File: src/rtl/spi_transaction_fsm.sv
// Transaction sequencer for an SPI peripheral. It steps through the address
// phase and the read or write data phase, and it emits the control strobes.
module spi_transaction_fsm #(
    parameter int WIDTH = 8  // SCLK edges per phase, 2..15
) (
    input  logic       clk,
    input  logic       reset,
    input  logic       chipSelect,
    input  logic       peripheralClkEdge,
    input  logic       readWrite,
    output logic       addrLatchEnable,
    output logic       shiftRegParallelLoad,
    output logic       misoBufferEnable,
    output logic       dataMemWriteEnable,
    output logic [2:0] fsmState
);

    typedef enum logic [2:0] {
        IDLE        = 3'd0,
        GET_ADDR    = 3'd1,
        GOT_ADDR    = 3'd2,
        READ_WAIT   = 3'd3,
        READ_LOAD   = 3'd4,
        READ_SHIFT  = 3'd5,
        WRITE_SHIFT = 3'd6,
        WRITE_MEM   = 3'd7
    } state_t;

    typedef struct packed {
        logic addrLatch;
        logic parallelLoad;
        logic misoDrive;
        logic memWrite;
    } ctrl_t;

    localparam logic [3:0] LAST_EDGE = 4'(WIDTH - 1);

    state_t     state, stateNext;
    logic [3:0] edgeCount;
    logic       armed;
    logic       countPhase;
    logic       lastEdge;
    ctrl_t      ctrl;

    assign countPhase = (state == GET_ADDR) || (state == READ_SHIFT) || (state == WRITE_SHIFT);
    assign lastEdge   = peripheralClkEdge && (edgeCount == LAST_EDGE);

    always_ff @(posedge clk or posedge reset) begin
        if (reset) begin
            state <= IDLE;
        end else begin
            state <= stateNext;
        end
    end

    // Every state entry restarts the count. Edges are counted only in the shifting phases.
    always_ff @(posedge clk or posedge reset) begin
        if (reset) begin
            edgeCount <= 4'd0;
        end else if (stateNext != state) begin
            edgeCount <= 4'd0;
        end else if (countPhase && peripheralClkEdge) begin
            edgeCount <= edgeCount + 4'd1;
        end
    end

    // A new transaction may start only after CS has been seen high. This keeps a
    // finished transaction from starting again while CS stays low.
    always_ff @(posedge clk or posedge reset) begin
        if (reset) begin
            armed <= 1'b1;
        end else if (chipSelect) begin
            armed <= 1'b1;
        end else if (state == IDLE && stateNext == GET_ADDR) begin
            armed <= 1'b0;
        end
    end

    always_comb begin
        stateNext = state;
        case (state)
            IDLE:        if (!chipSelect && armed) stateNext = GET_ADDR;
            GET_ADDR:    if (lastEdge) stateNext = GOT_ADDR;
            GOT_ADDR:    stateNext = readWrite ? READ_WAIT : WRITE_SHIFT;
            READ_WAIT:   stateNext = READ_LOAD;
            READ_LOAD:   stateNext = READ_SHIFT;
            READ_SHIFT:  if (lastEdge) stateNext = IDLE;
            WRITE_SHIFT: if (lastEdge) stateNext = WRITE_MEM;
            WRITE_MEM:   stateNext = IDLE;
            default:     stateNext = IDLE;
        endcase
        // CS high overrides every transition, so an aborted write never reaches WRITE_MEM.
        if (chipSelect && state != IDLE) stateNext = IDLE;
    end

    always_comb begin
        ctrl = '0;
        case (state)
            GOT_ADDR:   ctrl.addrLatch    = 1'b1;
            READ_LOAD:  ctrl.parallelLoad = 1'b1;
            READ_SHIFT: ctrl.misoDrive    = 1'b1;
            WRITE_MEM:  ctrl.memWrite     = 1'b1;
            default:    ctrl = '0;
        endcase
    end

    assign addrLatchEnable      = ctrl.addrLatch;
    assign shiftRegParallelLoad = ctrl.parallelLoad;
    assign misoBufferEnable     = ctrl.misoDrive;
    assign dataMemWriteEnable   = ctrl.memWrite;
    assign fsmState             = state;

endmodule

File: config.mk
export PLATFORM = sky130hd
export DESIGN_NAME = spi_transaction_fsm
export DESIGN_NICKNAME = d
export VERILOG_FILES = /design/src/rtl/spi_transaction_fsm.sv
export SDC_FILE = /design/constraint.sdc
export NUM_CORES = 1
export LEC_CHECK = 0
export ABC_AREA = 1
export CAP_MARGIN = 20
export CORE_MARGIN = 2
export CORE_UTILIZATION = 40
export CTS_CLUSTER_SIZE = 25
export DETAILED_ROUTE_END_ITERATION = 8
export GPL_TIMING_DRIVEN = 0
export PLACE_DENSITY = 0.62
export SETUP_SLACK_MARGIN = 0.4
export SYNTH_ARGS = -nofsm -noshare
export SYNTH_HDL_FRONTEND = slang
export SYNTH_SLANG_ARGS = --single-unit
File: constraint.sdc
create_clock -name clk -period 1.8 [get_ports clk]
set_input_delay 0.54 -clock clk [delete_from_list [all_inputs] [get_ports clk]]
set_output_delay 0.54 -clock clk [all_outputs]
set_load 0.02 [all_outputs]
Yosys cells after proc, flatten, opt, wreduce, memory -nomap -nowiden
Index checks and enable logic that the tools add are counted.

Add/subtract/negate cells: 1. Multiply operators: 0. Div/mod/pow operators: 0. $lt $le $gt $ge: 0. Eq/ne operators: 10. Shift-type cells: 0. Muxes and demuxes: 15. Bitwise gates (word level): 0. Reductions and logical operators: 12.

Operators by type and width (count): one-hot mux 3 bit (8 select lines) (1); 2-to-1 mux 3 bit (6); equality test 3 bit, second input constant (4); 2-to-1 mux 4 bit (2); equality test 3 x 1 -> 1 bit, second input constant (2); equality test 3 x 2 -> 1 bit, second input constant (2); 2-to-1 mux 1 bit (6); logical AND 1 bit (5); adder 4 x 1 -> 4 bit, second input constant (1); equality test 4 x 3 -> 1 bit, second input constant (1); nonzero test 2 bit (2); zero test 3 bit (1); != test 3 bit (1); nonzero test 3 bit (1); logical OR 1 bit (2); zero test 1 bit (1).

Register bits after elaboration: 8. Bits in latches: 0. RAM bits: 0. Bits in read-only memories: 0. Input bits: 5. Output and inout port bits: 7. Logic and storage cells: 41. Memories: 0.

Depth between registers and ports, before layout
Gate-level depths: netlist of the first run.

Word-level depth: 9. Gate-level depth with buffers: 13. Depth with buffers taken out: 12.

Worst setup path after synthesis of the first run
Ideal clock, no wire load.

Path type: register to output. Start: register state[0] (netlist: fsmState[0]). End: output shiftRegParallelLoad. Arrival time: 1.122 ns. Data required time: 1.260 ns. Path slack: 0.138 ns. Stages on the path, launching flop included: 3. Path buffers: 1. Path through: dfrtp_1 buf_6 nor3_1.

Cells in the longest elaborated chain, start to end: 2.

RTL lines: start: declaration (line 38) `state_t state, stateNext;`; start signal: assignment (line 52) `state <= stateNext;`; equality test 3 bit (line 98) `case (state)`; 2-to-1 mux 1 bit (line 98); end: declaration (line 12) `output logic shiftRegParallelLoad,`.

No other way between the ends.

Final worst setup path of the first run
Start: register state[2] (netlist: fsmState[2]). End: output shiftRegParallelLoad.

The elaborated chain is that of the path after synthesis.

==> implementation parameters, run 1 <==
Parameter                              Value

Run status
  Run status    complete, no violations

STA
  Fin Clk Skew    roughly 0.59 ps
  Crit path time final    1640 ps
  Period utilization    approximately 91%
  Slew HR    around 80%
  Number of pins with negative max-slew slack in the final report    0
  Slew of the pin with the lowest slew margin    approximately 320 ps
  Finish-stage setup viols    0
  PnR worst setup slack    156 ps
  Achievable frequency    608 MHz
  Number of hold violations in the final report    0
  RSZ-0062 raised after global routing    true

Synth
  Cell area after synthesis    between 500 and 600 µm²
  Synthesized Nets    92
  Top post-synthesis cells by area    dfrtp_1 30%, nand2_1 17%, inv_1 7.1%, nor2_1 7.1%, nand2_2 5.4%
  Yosys top cell by area    dfrtp_1
  Async set-reset flop share out of synthesis    100%
  Number of enable flip-flop cells after synthesis    0
  Total number of yosys warnings    0
  Number of library cell types mapped by synthesis    20
  Mean instance size in the synthesized netlist    6.79 µm²
  Most common cell in the netlist    nand2_1
  Number of synthesized register bits    8
  Share of synthesized area occupied by flip-flops and latches    between 30% and 40%
  Post-synth top cells    27 x nand2_1, 11 x inv_1, 11 x nor2_1, 7 x dfrtp_1, 5 x nand2_2
  Ys flop type    dfrtp_1
  Fraction of post-synthesis cell area in the top cell type by area    30.0%
  Number of instances in the synthesized netlist    86

Clock network
  Maximum number of buffers from clock root to sink    2
  CTS Root Cell    clkbuf_4
  CTS tree    built
  Skew-Pair Late Insertion Delay    260 ps
  Worst-path clk slew    60 ps
  CTS sink count    8
  Hold-fix buffers at CTS    0
  Deepest level of the CTS H-tree    1
  Cts bufs inserted    3

Floorplan
  Row count    13
  Vertical extent of the die    approximately 42 µm
  Area of the core    about 1300 µm²
  Initial Util    ~44%
  Width of the die    between 40 and 50 µm
  Overall die area    1780 µm²
  Top-Level Pins    12

Detailed routing
  Routed Antenna Nets    0
  # DRC    0
  Routed wire per std cell    between 10 and 15 µm
  Initial detailed-routing violation count    3
  Routed via count divided by cell count    ~4.8
  Router iterations before antenna repair    4
  Count of vias placed by the detailed router    a little over 600
  Total routed wirelength    about 1.4 mm

Global route
  Wire length of the first global-routing pass    around 2.4 mm
  Initial antenna violation count    0
  Vias in the first global route    ~560
  GR Overflow Total    0
  Pin count of the biggest net entering global routing    9
  Overall global routing resource usage    ~18%

Cells and area
  Non-Filler Instances    about 130
  Register Area    204 µm²
  Area grow syn2layout    52.9%
  Layout cell share with drive strength beyond 1    roughly 41%
  Area occupied by multi-input gates    360 µm²
  Final design instance area without fill    roughly 900 µm²
  Number of inserted filler cells in the final layout    125
  Number of antenna repair diodes    0
  Net count of the finished layout    approximately 120

Setup path
  Reg-to-Reg Start    fsmState[0]
  Crit-path max cell delay    440 ps
  Required time of the critical path    ~1300 ps
  Arrival time of the worst setup path    around 1100 ps
  Max FO, Critical Path    5
  Cells traversed along the worst timing path    inv_4 > nor3_4 > buf_6
  Kind of end point of the critical path    output port
  R2R cell count    13
  R2R Path End    edgeCount[0]
  Combined buffer and inverter count along the critical path    2
  Critical setup path kind    reg -> out
  Crit. path cell count    3
  R2r setup slk    210 ps
  Type of origin of the critical path    flop
  Cell with the biggest individual delay on the critical path    dfrtp_2
  Dominant delay contributor by cell family on the critical path    flip-flops

Placement
  Number of placed instances with taps included    approximately 110
  Buffers on Ports    11
  Post-placement setup slack    -200 ps
  GPL Wtd Cong    0.825
  Total placed instance area    roughly 740 µm²
  HPWL after DPL    948 µm

Pwr
  Total power density per cell area    roughly 570 nW/µm²
  Leak Pwr    roughly 0.48 nW
  Peak supply drop    0.379 mV

Worst hold path
  Worst Hold Depth    2
  Hold Crit Class    reg -> reg
  Capture endpoint of the worst hold path    armed
  Start point of the worst min-delay path    armed

Job
  Count of max-cap constraint violations    0
==> registers in the layout, indices dropped and copies added, names as in the netlist <==
name and cells:
armed 1, fsmState 3, edgeCount 4
==> what timing repair did <==
action                     in CTS  in global routing
setup endpoints to repair      12                 11
buffers inserted                7                  3
gates resized for setup        43                  8
pin swaps                       8                  5
==> cell usage in the layout, fill, tap and decap left out, types with 2 or more instances in the layout <==
cell type / netlist / layout
buf_4: 0 / 8
buf_6: 2 / 8
clkbuf_4: 0 / 3
clkdlybuf4s50_1: 0 / 3
dfrtp_1: 7 / 5
dfrtp_2: 0 / 2
dlygate4sd2_1: 0 / 2
inv_1: 11 / 11
inv_2: 4 / 2
nand2_1: 27 / 24
nand2_2: 5 / 5
nand2_4: 0 / 3
nand3_1: 3 / 3
nand3_2: 2 / 2
nor2_1: 11 / 6
nor2_2: 1 / 4
nor2_4: 1 / 3
o21ai_0: 3 / 2
o21ai_1: 1 / 2
xor2_1: 2 / 2
==> worst reg2reg max path, delay by kind of cell, from the launching register on <==
family,cells,cell delay (ps)
and+or+nand+nor,10,790
DFF,1,410
buffers and inverters,3,330
==> where the power goes <==
part           internal (mW)  switching, mW
sequential             0.196        0.00865
clock                 0.0854         0.0693
combinational         0.0665         0.0828
==> through the flow <==
step	TNS, ps	hold slack, ps	util, %	power (mW)
after floorplan	0	355	-	0.292
after global placement	-859	450	55.8	0.321
after detailed placement	-1020	459	55.8	0.326
after CTS	0	470	63.0	0.499
after global routing	0	496	67.0	0.545
final	0	465	67.0	0.508
==> logic make-up (layout without fill, tap and decap cells) <==
logic type               count (synthesis)  after routing  share of synthesized area (%)
buffers and inverters                   17             42                           13.5
XOR/XNOR                                 3              3                           4.50
adder cells (fa/ha/maj)                  1              1                           2.14
AND/OR/NAND/NOR                         52             52                           40.7
AO/OA/AOI/OAI                            5              5                           4.71
flip-flops                               8              8                           34.5
==> layout make-up <==
class | instances | share of cell area [%]
Tap cell | 15 | 2.10
Buffer | 2 | 2.94
Clock buffer | 4 | 2.94
Timing Repair Buffer | 21 | 21.4
Sequential cell | 8 | 22.8
Inverter | 15 | 7.42
Multi-Input combinational cell | 61 | 40.3
==> metal layers <==
layer	track usage [%]	share of wire (%)	vias up
met1	22.3	46	271
li1	-	-	311
met4	7.50	1.2	0
met3	3.88	4.6	4
met2	28.6	48	18
met5	0	0	-
==> worst max path at each step <==
stage                                 start              endpoint  slack [ps]
after floorplan                 fsmState[1]    dataMemWriteEnable         360
after CTS                       fsmState[0]       addrLatchEnable         150
final                           fsmState[2]  shiftRegParallelLoad         160
after detailed placement  peripheralClkEdge          edgeCount[0]        -200
after global routing            fsmState[2]  shiftRegParallelLoad         100
after global placement    peripheralClkEdge          edgeCount[3]        -170
Note: power is estimated with default switching activity, not from simulation.
==> inputs of run 2 (changes only) <==
--- a/config.mk
+++ b/config.mk
@@ -11,8 +11,9 @@
 export CORE_UTILIZATION = 40
 export CTS_CLUSTER_SIZE = 25
 export DETAILED_ROUTE_END_ITERATION = 8
+export DONT_BUFFER_PORTS = 1
 export GPL_TIMING_DRIVEN = 0
-export PLACE_DENSITY = 0.62
+export PLACE_DENSITY = 0.53
 export SETUP_SLACK_MARGIN = 0.4
 export SYNTH_ARGS = -nofsm -noshare
 export SYNTH_HDL_FRONTEND = slang
==> constraint.sdc (replaced) <==
create_clock -name clk -period 1.5 [get_ports clk]
set_input_delay 0.45 -clock clk [delete_from_list [all_inputs] [get_ports clk]]
set_output_delay 0.45 -clock clk [all_outputs]
set_load 0.02 [all_outputs]
==> run 2 against run 1 <==
  * The run now ends with negative setup slack left
  * Total power is 16% higher
  * Register-to-register slack worse by 240 ps
  * Final cell count is 11% lower
  * Wire length is 14% lower
  * Largest power group unchanged
==> implementation parameters, run 2 (synthesized netlist as in run 1, its figures left out) <==
Parameter                              Value

Clock network
  Worst-path clk slew    60 ps
  Cts bufs inserted    3
  Deepest level of the CTS H-tree    1
  Hold-fix buffers at CTS    0
  CTS sink count    8
  CTS Root Cell    clkbuf_4
  Maximum number of buffers from clock root to sink    2
  CTS tree    built
  Skew-Pair Late Insertion Delay    250 ps

STA
  Crit path time final    1600 ps
  Fin Clk Skew    6.53 ps
  PnR worst setup slack    -102 ps
  Slew of the pin with the lowest slew margin    ~300 ps
  Number of hold violations in the final report    0
  Slew HR    between 70% and 80%
  Period utilization    107%
  Finish-stage setup viols    8
  RSZ-0062 raised after global routing    true
  Smallest hold slack    around 24 ps
  Number of pins with negative max-slew slack in the final report    0
  Achievable frequency    624 MHz

Floorplan
  Vertical extent of the die    between 40 and 50 µm
  Width of the die    ~42 µm
  Initial Util    43.8%
  Overall die area    roughly 1800 µm²
  Area of the core    1330 µm²
  Row count    13
  Top-Level Pins    12

Setup path
  Critical setup path kind    reg -> out
  Arrival time of the worst setup path    approximately 1200 ps
  Required time of the critical path    about 1100 ps
  Type of origin of the critical path    flop
  R2R cell count    12
  Kind of end point of the critical path    output port
  Max FO, Critical Path    7

Placement
  HPWL after DPL    888 µm
  Total placed instance area    643 µm²
  GPL Wtd Cong    approximately 0.81
  Buffers on Ports    0

Cells and area
  Final core utilization    about 60%
  Reg with most FFs    edgeCount
  Net count of the finished layout    around 100
  Layout cell share with drive strength beyond 1    roughly two fifths
  Most used cells in the layout excluding fill and tap cells    24 x nand2_1, 10 x inv_1, 7 x buf_4, 6 x nor2_1
  Number of inserted filler cells in the final layout    128
  Number of antenna repair diodes    0
  Final design instance area without fill    795 µm²
  Leading cell type in the layout, fill and taps excluded    nand2_1
  Area grow syn2layout    36.0%
  Max reg flops    4

Global route
  Vias in the first global route    between 500 and 600
  Pin count of the biggest net entering global routing    9
  Overall global routing resource usage    around 15%
  Initial antenna violation count    0
  Wire length of the first global-routing pass    ~2.2 mm
  GR Overflow Total    0

Detailed routing
  Routed Antenna Nets    0
  Routed via count divided by cell count    4.80
  Router iterations before antenna repair    2
  Total routed wirelength    between 1 and 1.5 mm
  Initial detailed-routing violation count    2
  Count of vias placed by the detailed router    538
  Routed wire per std cell    between 10 and 15 µm
  # DRC    0

Pwr
  Peak supply drop    slightly below 0.5 mV
  Leak Pwr    between 0.4 and 0.5 nW
  Total power density per cell area    around 750 nW/µm²
  Final total power    around 590 µW

Run status
  Violations in the final reports    negative setup slack
  Run status    finished, violations left

Job
  Count of max-cap constraint violations    0

Worst hold path
  Hold Crit Class    in -> async
[run 2: changes by cell type in the layout (fill, tap and decap cells not counted), moves of 2 or more]
cell and delta:
nor2_4 +2, dlygate4sd2_1 -2, buf_6 -8, nor2_2 -2
clkdlybuf4s50_1 -3
[run 2: final cells by class]
cell class	instances	area [µm²]	area share [%]
timing repair buffer	7	52.6	6.61
sequential	8	205	25.8
tap	15	18.8	2.36
inverter	15	73.8	9.29
clock buffer	4	26.3	3.31
buffer	2	35.0	4.41
multi-input combinational	61	383	48.2
[run 2: critical path, stage by stage (launching register included)]
cell     delay (ps)
dfrtp_2         460
buf_8           180
nor3_4          270
[run 2: power by group]
group / switching [mW] / internal [mW] / total (mW)
logic: 0.0907 / 0.0746 / 0.165
registers: 0.0181 / 0.235 / 0.253
clock network: 0.0719 / 0.102 / 0.174
total: 0.181 / 0.411 / 0.592
[run 2: worst paths after layout]
| check | startpoint | to | slack [ps] |
|---|---|---|---|
| max in group asynchronous | reset | armed | 1190 |
| max | fsmState[1] | shiftRegParallelLoad | -100 |
| min in group clk | chipSelect | armed | 300 |
| max reg2reg | fsmState[2] | edgeCount[3] | -30 |
| min reg2reg | armed | armed | 460 |
| min | reset | edgeCount[3] | 20 |
[run 2: metrics by stage]
step | cells | setup TNS, ps | worst slack (ps)
after floorplan | 86 | 0 | 124
after global placement | 101 | -17.1 | -13.4
after detailed placement | 101 | -90.2 | -34.9
after CTS | 110 | -535 | -110
after global routing | 112 | -1060 | -143
final | 112 | -402 | -102
[run 2: what timing repair did]
action / CTS / global route
resized for setup: 12 / 10
setup endpoints to repair: 14 / 14
endpoints found under the hold margin: 0 / 0
pin swaps: 9 / 6
buffers inserted: 5 / 2
[run 2: routing by layer]
layer / track usage, % / share of wire (%) / vias up
met3: 3.02 / 4.2 / 2
met1: 21.7 / 51 / 243
li1: - / - / 282
met2: 23.4 / 44 / 11
met5: 0 / 0 / -
met4: 5.63 / 0.42 / 0
